--- src/rtl/ctrl_pkg.sv ---
// Shared encodings for the multicycle datapath control FSM: state codes,
// instruction fields, ALU operations and datapath select values.
package ctrl_pkg;

  // 17 states packed into a 5-bit register; codes 17..31 are unused.
  typedef enum logic [4:0] {
    ST_FETCH0    = 5'd0,
    ST_FETCH1    = 5'd1,
    ST_FETCH2    = 5'd2,
    ST_DECODE    = 5'd3,
    ST_EXEC_R    = 5'd4,
    ST_EXEC_I    = 5'd5,
    ST_ADDR      = 5'd6,
    ST_MEM0      = 5'd7,
    ST_MEM1      = 5'd8,
    ST_MEM2      = 5'd9,
    ST_ADDM_EXEC = 5'd10,
    ST_WB_ALU    = 5'd11,
    ST_WB_MEM    = 5'd12,
    ST_STORE     = 5'd13,
    ST_BRANCH    = 5'd14,
    ST_JUMP      = 5'd15,
    ST_ILLEGAL   = 5'd16
  } state_e;

  // Opcodes (IR[31:26])
  localparam logic [5:0] OP_RTYPE = 6'h00;
  localparam logic [5:0] OP_ADDI  = 6'h08;
  localparam logic [5:0] OP_LW    = 6'h23;
  localparam logic [5:0] OP_SW    = 6'h2B;
  localparam logic [5:0] OP_BEQ   = 6'h04;
  localparam logic [5:0] OP_J     = 6'h02;

  // R-type function codes (IR[5:0])
  localparam logic [5:0] FN_ADD  = 6'h20;
  localparam logic [5:0] FN_SUB  = 6'h22;
  localparam logic [5:0] FN_AND  = 6'h24;
  localparam logic [5:0] FN_ADDM = 6'h05;

  // ALU operations
  localparam logic [2:0] ALU_PASS = 3'b000;
  localparam logic [2:0] ALU_ADD  = 3'b001;
  localparam logic [2:0] ALU_SUB  = 3'b010;
  localparam logic [2:0] ALU_AND  = 3'b011;

  // ALU source-A select
  localparam logic [1:0] ALU_SRC_A_ALUOUT = 2'b00;
  localparam logic [1:0] ALU_SRC_A_REGA   = 2'b01;
  localparam logic [1:0] ALU_SRC_A_PC     = 2'b10;
  localparam logic [1:0] ALU_SRC_A_MDR    = 2'b11;

  // ALU source-B select
  localparam logic [1:0] ALU_SRC_B_REGB    = 2'b00;
  localparam logic [1:0] ALU_SRC_B_FOUR    = 2'b01;
  localparam logic [1:0] ALU_SRC_B_IMM     = 2'b10;
  localparam logic [1:0] ALU_SRC_B_IMM_SH2 = 2'b11;

  // Memory address select
  localparam logic [1:0] IORD_PC     = 2'b00;
  localparam logic [1:0] IORD_ALUOUT = 2'b01;
  localparam logic [1:0] IORD_REGA   = 2'b10;

  // PC source select
  localparam logic [1:0] PC_SRC_ALU    = 2'b00;
  localparam logic [1:0] PC_SRC_ALUOUT = 2'b01;
  localparam logic [1:0] PC_SRC_JUMP   = 2'b10;

  // addm is an R-type whose second operand comes from memory at RegA.
  function automatic logic is_addm(input logic [5:0] op, input logic [5:0] fn);
    return (op == OP_RTYPE) && (fn == FN_ADDM);
  endfunction

  function automatic logic is_rtype_arith(input logic [5:0] fn);
    return (fn == FN_ADD) || (fn == FN_SUB) || (fn == FN_AND);
  endfunction

  // ALU operation for a register-register instruction.
  function automatic logic [2:0] rtype_alu_op(input logic [5:0] fn);
    logic [2:0] op;
    case (fn)
      FN_SUB:  op = ALU_SUB;
      FN_AND:  op = ALU_AND;
      default: op = ALU_ADD;
    endcase
    return op;
  endfunction

endpackage

--- src/rtl/multicycle_ctrl.sv ---
// Main control FSM of the multicycle datapath. Moore machine: every output
// is a decode of the current state, refined by opcode/funct where the
// instruction changes a select (iord for addm, reg_dst, R-type ALU op).
//
// state      | meaning
// -----------+----------------------------------------------------------
// FETCH0     | drive PC to memory, compute PC+4 (reset state)
// FETCH1     | memory read wait
// FETCH2     | latch IR, write PC+4
// DECODE     | latch RegA/RegB, precompute branch target into ALUOut
// EXEC_R     | register-register ALU operation
// EXEC_I     | RegA + immediate (addi)
// ADDR       | RegA + immediate effective address (lw/sw)
// MEM0       | memory address driven (ALUOut, or RegA for addm)
// MEM1       | memory read wait
// MEM2       | latch MDR
// ADDM_EXEC  | MDR + RegB
// WB_ALU     | write ALUOut to register file
// WB_MEM     | write MDR to register file
// STORE      | memory write at ALUOut
// BRANCH     | RegA - RegB, conditional PC write from ALUOut
// JUMP       | PC <= jump target
// ILLEGAL    | undecodable instruction, one-cycle flag
module multicycle_ctrl
  import ctrl_pkg::*;
(
  input  logic       clk,
  input  logic       reset_n,
  input  logic [5:0] opcode,
  input  logic [5:0] funct,
  input  logic       zero,
  output logic [1:0] alu_src_a_control,
  output logic [1:0] alu_src_b_control,
  output logic [2:0] alu_op,
  output logic [1:0] iord,
  output logic [1:0] pc_source,
  output logic       reg_dst,
  output logic       mem_to_reg,
  output logic       pc_write,
  output logic       pc_write_cond,
  output logic       mem_wr,
  output logic       ir_wr,
  output logic       reg_wr,
  output logic       rega_wr,
  output logic       regb_wr,
  output logic       aluout_wr,
  output logic       mdr_wr,
  output logic       illegal_op,
  output logic [4:0] state_out
);

  state_e state_q, state_d;

  // zero is consumed by the datapath's PC-write gating, not here.
  logic unused_zero;
  assign unused_zero = zero;

  logic addm_c;
  assign addm_c = is_addm(opcode, funct);

  // State register; reset lands in FETCH0 whose decode has no write enables.
  always_ff @(posedge clk or negedge reset_n) begin
    if (!reset_n) begin
      state_q <= ST_FETCH0;
    end else begin
      state_q <= state_d;
    end
  end

  // Next-state: instruction fields only matter in DECODE, ADDR and MEM2.
  always_comb begin
    state_d = state_q;
    case (state_q)
      ST_FETCH0: state_d = ST_FETCH1;
      ST_FETCH1: state_d = ST_FETCH2;
      ST_FETCH2: state_d = ST_DECODE;
      ST_DECODE: begin
        case (opcode)
          OP_RTYPE: begin
            if (is_rtype_arith(funct)) begin
              state_d = ST_EXEC_R;
            end else if (funct == FN_ADDM) begin
              state_d = ST_MEM0;
            end else begin
              state_d = ST_ILLEGAL;
            end
          end
          OP_ADDI: state_d = ST_EXEC_I;
          OP_LW,
          OP_SW:   state_d = ST_ADDR;
          OP_BEQ:  state_d = ST_BRANCH;
          OP_J:    state_d = ST_JUMP;
          default: state_d = ST_ILLEGAL;
        endcase
      end
      ST_EXEC_R,
      ST_EXEC_I,
      ST_ADDM_EXEC: state_d = ST_WB_ALU;
      ST_ADDR: state_d = (opcode == OP_SW) ? ST_STORE : ST_MEM0;
      ST_MEM0: state_d = ST_MEM1;
      ST_MEM1: state_d = ST_MEM2;
      ST_MEM2: state_d = (opcode == OP_LW) ? ST_WB_MEM : ST_ADDM_EXEC;
      ST_WB_ALU,
      ST_WB_MEM,
      ST_STORE,
      ST_BRANCH,
      ST_JUMP,
      ST_ILLEGAL: state_d = ST_FETCH0;
      // Unused codes fall back to a clean fetch.
      default: state_d = ST_FETCH0;
    endcase
  end

  // Output decode: everything idle/00 unless the state asserts it.
  always_comb begin
    alu_src_a_control = ALU_SRC_A_ALUOUT;
    alu_src_b_control = ALU_SRC_B_REGB;
    alu_op            = ALU_PASS;
    iord              = IORD_PC;
    pc_source         = PC_SRC_ALU;
    reg_dst           = 1'b0;
    mem_to_reg        = 1'b0;
    pc_write          = 1'b0;
    pc_write_cond     = 1'b0;
    mem_wr            = 1'b0;
    ir_wr             = 1'b0;
    reg_wr            = 1'b0;
    rega_wr           = 1'b0;
    regb_wr           = 1'b0;
    aluout_wr         = 1'b0;
    mdr_wr            = 1'b0;
    illegal_op        = 1'b0;
    case (state_q)
      ST_FETCH0,
      ST_FETCH1: begin
        alu_src_a_control = ALU_SRC_A_PC;
        alu_src_b_control = ALU_SRC_B_FOUR;
        alu_op            = ALU_ADD;
        iord              = IORD_PC;
      end
      ST_FETCH2: begin
        alu_src_a_control = ALU_SRC_A_PC;
        alu_src_b_control = ALU_SRC_B_FOUR;
        alu_op            = ALU_ADD;
        iord              = IORD_PC;
        ir_wr             = 1'b1;
        pc_write          = 1'b1;
        pc_source         = PC_SRC_ALU;
      end
      ST_DECODE: begin
        rega_wr           = 1'b1;
        regb_wr           = 1'b1;
        alu_src_a_control = ALU_SRC_A_PC;
        alu_src_b_control = ALU_SRC_B_IMM_SH2;
        alu_op            = ALU_ADD;
        aluout_wr         = 1'b1;
      end
      ST_EXEC_R: begin
        alu_src_a_control = ALU_SRC_A_REGA;
        alu_src_b_control = ALU_SRC_B_REGB;
        alu_op            = rtype_alu_op(funct);
        aluout_wr         = 1'b1;
      end
      ST_EXEC_I,
      ST_ADDR: begin
        alu_src_a_control = ALU_SRC_A_REGA;
        alu_src_b_control = ALU_SRC_B_IMM;
        alu_op            = ALU_ADD;
        aluout_wr         = 1'b1;
      end
      ST_MEM0,
      ST_MEM1: begin
        iord = addm_c ? IORD_REGA : IORD_ALUOUT;
      end
      ST_MEM2: begin
        iord   = addm_c ? IORD_REGA : IORD_ALUOUT;
        mdr_wr = 1'b1;
      end
      ST_ADDM_EXEC: begin
        alu_src_a_control = ALU_SRC_A_MDR;
        alu_src_b_control = ALU_SRC_B_REGB;
        alu_op            = ALU_ADD;
        aluout_wr         = 1'b1;
      end
      ST_WB_ALU: begin
        reg_wr     = 1'b1;
        mem_to_reg = 1'b0;
        reg_dst    = (opcode == OP_RTYPE);
      end
      ST_WB_MEM: begin
        reg_wr     = 1'b1;
        mem_to_reg = 1'b1;
        reg_dst    = 1'b0;
      end
      ST_STORE: begin
        iord   = IORD_ALUOUT;
        mem_wr = 1'b1;
      end
      ST_BRANCH: begin
        alu_src_a_control = ALU_SRC_A_REGA;
        alu_src_b_control = ALU_SRC_B_REGB;
        alu_op            = ALU_SUB;
        pc_source         = PC_SRC_ALUOUT;
        pc_write_cond     = 1'b1;
      end
      ST_JUMP: begin
        pc_source = PC_SRC_JUMP;
        pc_write  = 1'b1;
      end
      ST_ILLEGAL: begin
        illegal_op = 1'b1;
      end
      default: begin
      end
    endcase
  end

  assign state_out = state_q;

endmodule

--- config.mk ---
export PLATFORM = sky130hd
export DESIGN_NAME = multicycle_ctrl
export DESIGN_NICKNAME = d
export VERILOG_FILES = /design/src/rtl/ctrl_pkg.sv /design/src/rtl/multicycle_ctrl.sv
export SDC_FILE = /design/constraint.sdc
export NUM_CORES = 1
export LEC_CHECK = 0
export BUFFER_PORTS_ARGS = -buffer_cell sky130_fd_sc_hd__buf_2
export CAP_MARGIN = 20
export CORE_ASPECT_RATIO = 1.2
export CORE_MARGIN = 10
export CORE_UTILIZATION = 48
export DETAILED_ROUTE_END_ITERATION = 16
export GPL_TIMING_DRIVEN = 0
export PLACE_DENSITY = 0.84
export SETUP_SLACK_MARGIN = 0.4
export SYNTH_ARGS = -nofsm -noshare
export SYNTH_HDL_FRONTEND = slang
export SYNTH_SLANG_ARGS = --single-unit
--- constraint.sdc ---
create_clock -name clk -period 3.9 [get_ports clk]
set_input_delay 0.195 -clock clk [delete_from_list [all_inputs] [get_ports clk]]
set_output_delay 0.195 -clock clk [all_outputs]
set_load 0.03 [all_outputs]
**Yosys cells after proc, flatten, opt, wreduce, memory -nomap -nowiden**

Cells that the tools add are included.

- Flip-flop bits (word level): 5
- Input bits: 15
- Output and inout bits: 28

- Equal/unequal tests: 25
- Mux-type cells: 24
- Reduce and logical (&&, ||, !) cells: 16

Operators by type and width:

| cell | number |
|---|---|
| case mux 5 bit (9 select lines) | 1 |
| equality test 5 x 4 -> 1 bit (second input constant) | 8 |
| equality test 6 bit (second input constant) | 5 |
| case mux 5 bit (5 select lines) | 1 |
| equality test 5 x 3 -> 1 bit (second input constant) | 4 |
| case mux 2 bit (3 select lines) | 3 |
| equality test 6 x 3 -> 1 bit (second input constant) | 2 |
| case mux 2 bit (2 select lines) | 3 |
| two-way mux 1 bit | 11 |
| equality test 5 x 2 -> 1 bit (second input constant) | 2 |
| two-way mux 5 bit | 2 |
| OR reduction 3 bit | 3 |
| OR reduction 2 bit | 4 |
| OR reduction 4 bit | 2 |
| OR reduction 7 bit | 1 |
| equality test 6 x 2 -> 1 bit (second input constant) | 1 |
| equality test 6 x 4 -> 1 bit (second input constant) | 1 |
| logical NOT 6 bit | 1 |
| equality test 5 x 1 -> 1 bit (second input constant) | 1 |
| equality test 5 bit (second input constant) | 1 |
| logical NOT 5 bit | 1 |
| OR reduction 5 bit | 1 |
| two-way mux 4 bit | 1 |
| two-way mux 3 bit | 1 |
| 3 further kinds | 4 |

**Logic depth before layout (Yosys ltp)**

Gate-level depths: netlist of the first run.

- Word-level depth: 6
- Depth in mapped cells: 6
- Mapped depth without buffers: 5

**Worst setup path before layout of the first run**

Ideal clock, no wire load.

- Path kind: reg-to-output
- Start: register state_q[0] (netlist: state_out[0])
- End: output alu_op[1]
- Data arrival time: 2,472 ps
- Required time: 3,705 ps
- Slack: 1,233 ps
- Stages on the path, launching flop included: 4
- Buffers on the path: 2
- Cells stage by stage: dfrtp_1 buf_2 clkbuf_1 a2111oi_0

- Word-level cells in the longest chain between the ends: 3

RTL lines:

| element | line | text |
|---|---|---|
| start, declared | multicycle_ctrl.sv:52 | `state_e state_q, state_d;` |
| start signal, assigned | multicycle_ctrl.sv:66 | `state_q <= state_d;` |
| equality test 5 x 4 -> 1 bit (tied with other cells) | multicycle_ctrl.sv:133 | `case (state_q)` |
| OR reduction 7 bit (no line) | n/a |  |
| case mux 2 bit (3 select lines) * | multicycle_ctrl.sv:133 |  |
| end, declared | multicycle_ctrl.sv:34 | `output logic [2:0] alu_op,` |

Mark *: on every way between the ends. The rest lies on a longest branch, timed or not.

**Final worst setup path of the first run**

- Start: register state_q[3] (netlist: state_out[3])
- End: output iord[0]

- Word-level cells in the longest chain between the ends: 3

RTL lines:

| element | line | text |
|---|---|---|
| equality test 5 x 4 -> 1 bit or equality test 5 x 3 -> 1 bit (tied branches) | multicycle_ctrl.sv:133 |  |
| OR reduction 3 bit (no line) | n/a |  |
| case mux 2 bit (2 select lines) * | multicycle_ctrl.sv:133 |  |
| end, declared | multicycle_ctrl.sv:35 | `output logic [1:0] iord,` |

Marks and branches as above.

==> results.json, run 1 <==
{
  "place_ws_ns": 2.211,
  "grt_antenna_before_repair": 0,
  "grt_first_pass_wirelength_um": 4781,
  "seq_power_share_pct": 11.7,
  "post-route-util_pct": 66.05,
  "dieArea_um2": 3774,
  "busiest_layer": "met2",
  "grt_max_degree": 11,
  "power_switching_mw": 0.4199,
  "async_reset_ff_share_pct": 100.0,
  "r2r_start": "state_out[3]$_DFF_PN0_",
  "mostFrequentLayoutCells": "buf_2, nor2_1, nand2_1",
  "syn_to_final_growth_pct": 30.29,
  "wire_per_inst_um": 15.03,
  "critical_path_peak_fanout": 10,
  "period_minus_slack_ns": 1.990,
  "r2r_slack_ns": 2.36,
  "timing.hold.ws_ns": 0.2774,
  "cp.arrival_ns": 1.79,
  "synthCells": 125,
  "power.internal_mw": 0.2722,
  "cp-start-kind": "register",
  "dr.first_iter.drc_count": 39,
  "place_inst": 181,
  "p_total_mw": 0.6921,
  "rows": 16,
  "yosysWarningCount": 0,
  "grt_usage_pct": 14.98,
  "grt_pass1_vias": 1114,
  "die_height_um": 65.33,
  "cts_buffers": 3,
  "worst-r2r-cell-count": 5,
  "synth.cell_area_um2": 822.0,
  "skew_ns": 0.007853,
  "rsz0062_at_grt": "false",
  "r2r_end": "state_out[0]$_DFF_PN0_",
  "path_class": "register to output port",
  "start_util_pct": 50.69,
  "comb_power_share_pct": 78.7,
  "largest_reg_flops": 5,
  "fin_cells": 186,
  "hold_viol": 0,
  "ir_drop_uv": 353.8,
  "fillers": 149,
  "power.density_nw_per_um2": 646.2,
  "fp.dieW_um": 57.78,
  "coreArea_um2": 1622,
  "clockPowerShare_pct": 9.5,
  "final_common_cell": "buf_2",
  "synth_edf_count": 0,
  "dr.pass1.iters": 4,
  "use_met2_pct": 26.34,
  "ios": 43,
  "gp_congestion": 0.8320,
  "vias": 1092,
  "end_kind": "output port",
  "cts_tree": "yes",
  "max_freq_ghz": 0.5026,
  "setup_ws_ns": 1.910,
  "h-tree-depth": 1,
  "groute.layer.met3.usage_pct": 4.038,
  "path_clk_slew_ns": 0.05,
  "cts_root_buffer": "clkbuf_4",
  "nNetsFinal": 184,
  "required_ns": 3.70,
  "wirelength_um": 2796,
  "drv_slew": 0,
  "drive_gt1_share_pct": 33.93,
  "hold_path_class": "primary input to asynchronous set/reset pin",
  "ys_types": 38,
  "dpl_cell_area_um2": 1035,
  "clock_path_buffers": 2,
  "yosysSeqAreaShare_pct": 15.22,
  "vias_per_cell": 5.871,
  "avgSynthCellArea_um2": 6.576,
  "synth_seq_cells": 5,
  "insertion_delay_ns": 0.26,
  "p_sw_share_pct": 60.67,
  "cap_violations": 0,
  "place_hpwl_um": 2218,
  "synth_nets": 140,
  "cts-resized-gates": 0,
  "ant_nets": 0,
  "diodes": 0,
  "status": "complete, no violations",
  "fin_crit_sh_pct": 51.02,
  "fin_tns_setup_ns": 0,
  "use_met1_pct": 15.17,
  "setup_viol": 0,
  "p_leak_nw": 0.5132,
  "drc_errors": 0,
  "synthFlopType": "dfrtp_1",
  "port_buffers": 38,
  "fin_area_um2": 1071,
  "grt_overflow": 0,
  "cts_sinks": 5
}
## repair_timing
action	4_1_cts	5_1_grt
buffers inserted	0	0
hold buffers	1	0
endpoints found under the hold margin	5	0
## how the worst max path moves through the flow
stage / end / from
after floorplan: alu_op[1] / state_out[0]$_DFF_PN0_
after global placement: iord[0] / state_out[3]$_DFF_PN0_
after detailed placement: alu_op[1] / state_out[0]$_DFF_PN0_
after CTS: iord[0] / state_out[3]$_DFF_PN0_
after global routing: iord[0] / state_out[3]$_DFF_PN0_
final: iord[0] / state_out[3]$_DFF_PN0_
## area by class of cell
type,instances,area [um2],area share (%)
Clock buffer,4,26.28,2.453
Timing Repair Buffer,39,200.2,18.69
Buffer,14,78.83,7.360
Sequential cell,5,125.1,11.68
Tap cell,18,22.52,2.103
Multi-Input combinational cell,101,599.3,55.96
Inverter,5,18.77,1.752
## logic make-up (layout without fill, tap and decap cells)
group	after synthesis	in the layout	share of synthesized area, %
AND/OR/NAND/NOR	69	69	47.18
AO/OA/AOI/OAI	29	29	23.14
XOR/XNOR	2	2	2.131
buffers and inverters	19	62	11.87
other	1	1	0.4562
flip-flops	5	5	15.22
## cell usage after synthesis (3+ instances only)
cell type  count  area (um2)
o21ai_0        6       30.03
nand2_1       12       45.04
a21oi_1       10       50.05
buf_2          6       30.03
inv_1          5       18.77
a31oi_1        3       18.77
nor3_1         9       45.04
nand3_1        5       25.02
buf_4          3       22.52
clkbuf_1       4       15.01
dfrtp_1        5       125.1
nor4_1         4       25.02
nor2_1        17       63.81
nor2b_1        4       25.02
## power groups by stage
stage	sequential, mW	combinational, mW	clock, mW
after floorplan	0.113	0.364	0
after global placement	0.0813	0.534	0
after detailed placement	0.0813	0.541	0
after CTS	0.0803	0.543	0.0659
after global routing	0.0825	0.591	0.0691
final	0.0812	0.545	0.0660
## worst max-delay path, stage by stage, from the launching register on
cell and delay (ns):
dfrtp_1 0.35, buf_6 0.14, clkbuf_1 0.36, nor2b_1 0.23
nand3_1 0.09, a21oi_1 0.14, buf_2 0.22
## per-layer routing
| layer | vias to the layer above | wire [um] |
|---|---|---|
| met5 | - | 0 |
| li1 | 532 | - |
| met2 | 52 | 1483 |
| met4 | 0 | 68 |
| met3 | 6 | 252 |
| met1 | 502 | 991 |
No activity file was read; power rests on OpenSTA's default activity.
==> run 2, diff against run 1 <==
Settings changed: ABC_AREA set to 1, CORE_UTILIZATION 48 to 42, PLACE_DENSITY 0.84 to 0.78.
Clock period 3.9 ns to 1.9 ns, I/O delays scaled along.
==> run 2 against run 1 <==
Cell count rose by 17%; flip-flop and latch count did not move; count of clock-buffer cells in the layout stayed put; worst setup slack got worse by 1.7 ns; total power grew to 2.8 times the previous value; clock skew decreased by 0.0042 ns; via count rose by 9.0%; worst hold slack worse by 0.067 ns; combinational power grew to 2.9 times the previous value; highest routed layer unchanged; first-iteration DRC count up 33%; largest power group unchanged; utilization is 14 points higher; sequential share of layout area decreased by 1.5 points.
==> results.json, run 2 <==
{
  "synthFlopType": "dfrtp_1",
  "start_util_pct": 44.14,
  "fin_crit_sh_pct": 87.23,
  "grt_antenna_before_repair": 0,
  "seq_power_share_pct": 12.5,
  "grt_max_degree": 7,
  "vias_per_cell": 5.484,
  "required_ns": 1.80,
  "drc_errors": 0,
  "max_freq_ghz": 0.6034,
  "nNetsFinal": 215,
  "async_reset_ff_share_pct": 100.0,
  "synth.cell_area_um2": 715.7,
  "ir_drop_uv": 1053,
  "synth_common_cells": "nand2_1, nor2_1, inv_1, nand3_1, dfrtp_1",
  "place_hpwl_um": 2239,
  "wire_per_inst_um": 15.97,
  "path_class": "register to output port",
  "path_clk_slew_ns": 0.05,
  "final_common_cell": "nand2_1",
  "setup_ws_ns": 0.2426,
  "grt_overflow": 0,
  "vias": 1190,
  "cts_root_buffer": "clkbuf_4",
  "syn_to_final_growth_pct": 81.12,
  "fp.dieW_um": 57.69,
  "diodes": 0,
  "comb_power_share_pct": 80.9,
  "p_sw_share_pct": 57.12,
  "synth_top_area_cell": "dfrtp_1",
  "h-tree-depth": 1,
  "status": "complete, no violations",
  "cts_buffers": 3,
  "power_switching_mw": 1.125,
  "synth_seq_cells": 5,
  "grt_pass1_vias": 1163,
  "skew_ns": 0.003619,
  "ios": 43,
  "synthCells": 137,
  "drv_slew": 0,
  "period_minus_slack_ns": 1.657,
  "cp.arrival_ns": 1.56,
  "avgSynthCellArea_um2": 5.224,
  "synth_edf_count": 0,
  "fin_tns_setup_ns": 0,
  "wirelength_um": 3465,
  "synth_top_cell_area_share_pct": 17.48,
  "dieArea_um2": 3762,
  "coreArea_um2": 1622,
  "ys_types": 17,
  "grt_first_pass_wirelength_um": 5368,
  "power.density_nw_per_um2": 1520,
  "clock_path_buffers": 2,
  "clockPowerShare_pct": 6.5,
  "largest_reg_flops": 5,
  "power.internal_mw": 0.8448,
  "dr.first_iter.drc_count": 52,
  "synth_most_common_cell": "nand2_1",
  "cts_tree": "yes",
  "insertion_delay_ns": 0.25,
  "gp_congestion": 0.9467,
  "place_ws_ns": 0.3111,
  "r2r_start": "state_out[0]$_DFF_PN0_",
  "port_buffers": 40,
  "p_total_mw": 1.970,
  "mostFrequentLayoutCells": "nand2_1, buf_4, nor2_1, buf_2, nand3_1",
  "rsz0062_at_grt": "true",
  "setup_viol": 0,
  "worst-r2r-cell-count": 8,
  "cp-start-kind": "register",
  "critical_path_peak_fanout": 6,
  "synth_nets": 152,
  "r2r_slack_ns": 0.45,
  "hold_viol": 0,
  "r2r_end": "state_out[0]$_DFF_PN0_",
  "ant_nets": 0,
  "netlist_top_cells_area": "dfrtp_1, nand2_1, nor2_1",
  "yosysSeqAreaShare_pct": 17.48,
  "cap_violations": 0,
  "drive_gt1_share_pct": 51.76,
  "end_kind": "output port",
  "yosysWarningCount": 0,
  "dr.pass1.iters": 4,
  "rows": 16,
  "cts_sinks": 5,
  "p_leak_nw": 0.7432,
  "die_height_um": 65.22,
  "hold_path_class": "primary input to asynchronous set/reset pin",
  "grt_usage_pct": 17.01
}
==> run 2: changes by cell type after synthesis, moves of 3 or more <==
cell and delta:
a21oi_1 -7, clkbuf_1 -4, nor2_4 +3, a31oi_1 -3
nand2_1 +21, buf_2 -6, nand3_1 +13, nor2b_1 -4
nor4_1 -4, nor2_1 +15, inv_1 +15, nor3_1 -7
==> run 2: power groups by stage <==
| stage | logic, mW | registers (mW) | clock network, mW |
|---|---|---|---|
| floorplan | 0.736 | 0.288 | 0 |
| global placement | 1.09 | 0.223 | 0 |
| detailed placement | 1.11 | 0.226 | 0 |
| CTS | 1.47 | 0.230 | 0.127 |
| global route | 1.69 | 0.254 | 0.141 |
| finish | 1.59 | 0.247 | 0.129 |
==> run 2: critical path, stage by stage, from the launching register on <==
cell and delay (ns):
dfrtp_2 0.48, nand2_1 0.15, nor2_4 0.05, nand2_2 0.11, nand2_1 0.12, nor2_2 0.15
nand3_1 0.09, buf_4 0.17
==> run 2: cell type report <==
class                      count  area (um2)
timing repair buffer          58       415.4
multi-input combinational    107       593.1
clock buffer                   4       26.28
fill                         107       325.3
buffer                         3       22.52
inverter                      22       85.08
tap                           18       22.52
sequential                     5       131.4
==> run 2: what timing repair did <==
action	CTS	global route
hold buffers	1	0
pin swaps	8	2
endpoints found under the hold margin	5	0
setup buffers	16	1
resized for setup	42	19
endpoints found under the setup margin	15	21
==> run 2: metrics by stage <==
step	utilization, %	instance area, um2	instances	hold slack (ns)
global placement	59.80	969.7	195	-0.09331
floorplan	-	747.0	137	-0.2006
finish	79.94	1296	217	0.2105
global route	79.94	1296	217	0.1984
detailed placement	59.80	969.7	195	-0.08332
CTS	77.24	1252	216	0.1911
==> run 2: cell families (layout without fill, tap and decap cells) <==
family | Yosys count | in the layout | synth area share, %
AND/OR/NAND/NOR | 96 | 96 | 59.79
buffers and inverters | 25 | 87 | 14.69
AO/OA/AOI/OAI | 10 | 10 | 7.517
flip-flops | 5 | 5 | 17.48
other | 1 | 1 | 0.5240
==> run 2: how the worst max path moves through the flow <==
| stage | from | to | cells after the start |
|---|---|---|---|
| floorplan | state_out[4]$_DFF_PN0_ | alu_op[1] | 5 |
| global placement | state_out[4]$_DFF_PN0_ | alu_op[0] | 6 |
| detailed placement | state_out[4]$_DFF_PN0_ | alu_op[0] | 6 |
| CTS | state_out[0]$_DFF_PN0_ | alu_op[1] | 6 |
| global route | state_out[0]$_DFF_PN0_ | alu_op[1] | 6 |
| finish | state_out[0]$_DFF_PN0_ | alu_op[0] | 7 |
==> run 2: metal layers <==
layer | wire [um] | GRT usage (%) | vias up
met4 | 120 | 8.235 | 0
met5 | 0 | 0 | -
met2 | 1883 | 30.91 | 74
met1 | 1219 | 17.20 | 543
li1 | - | - | 555
met3 | 242 | 4.808 | 18
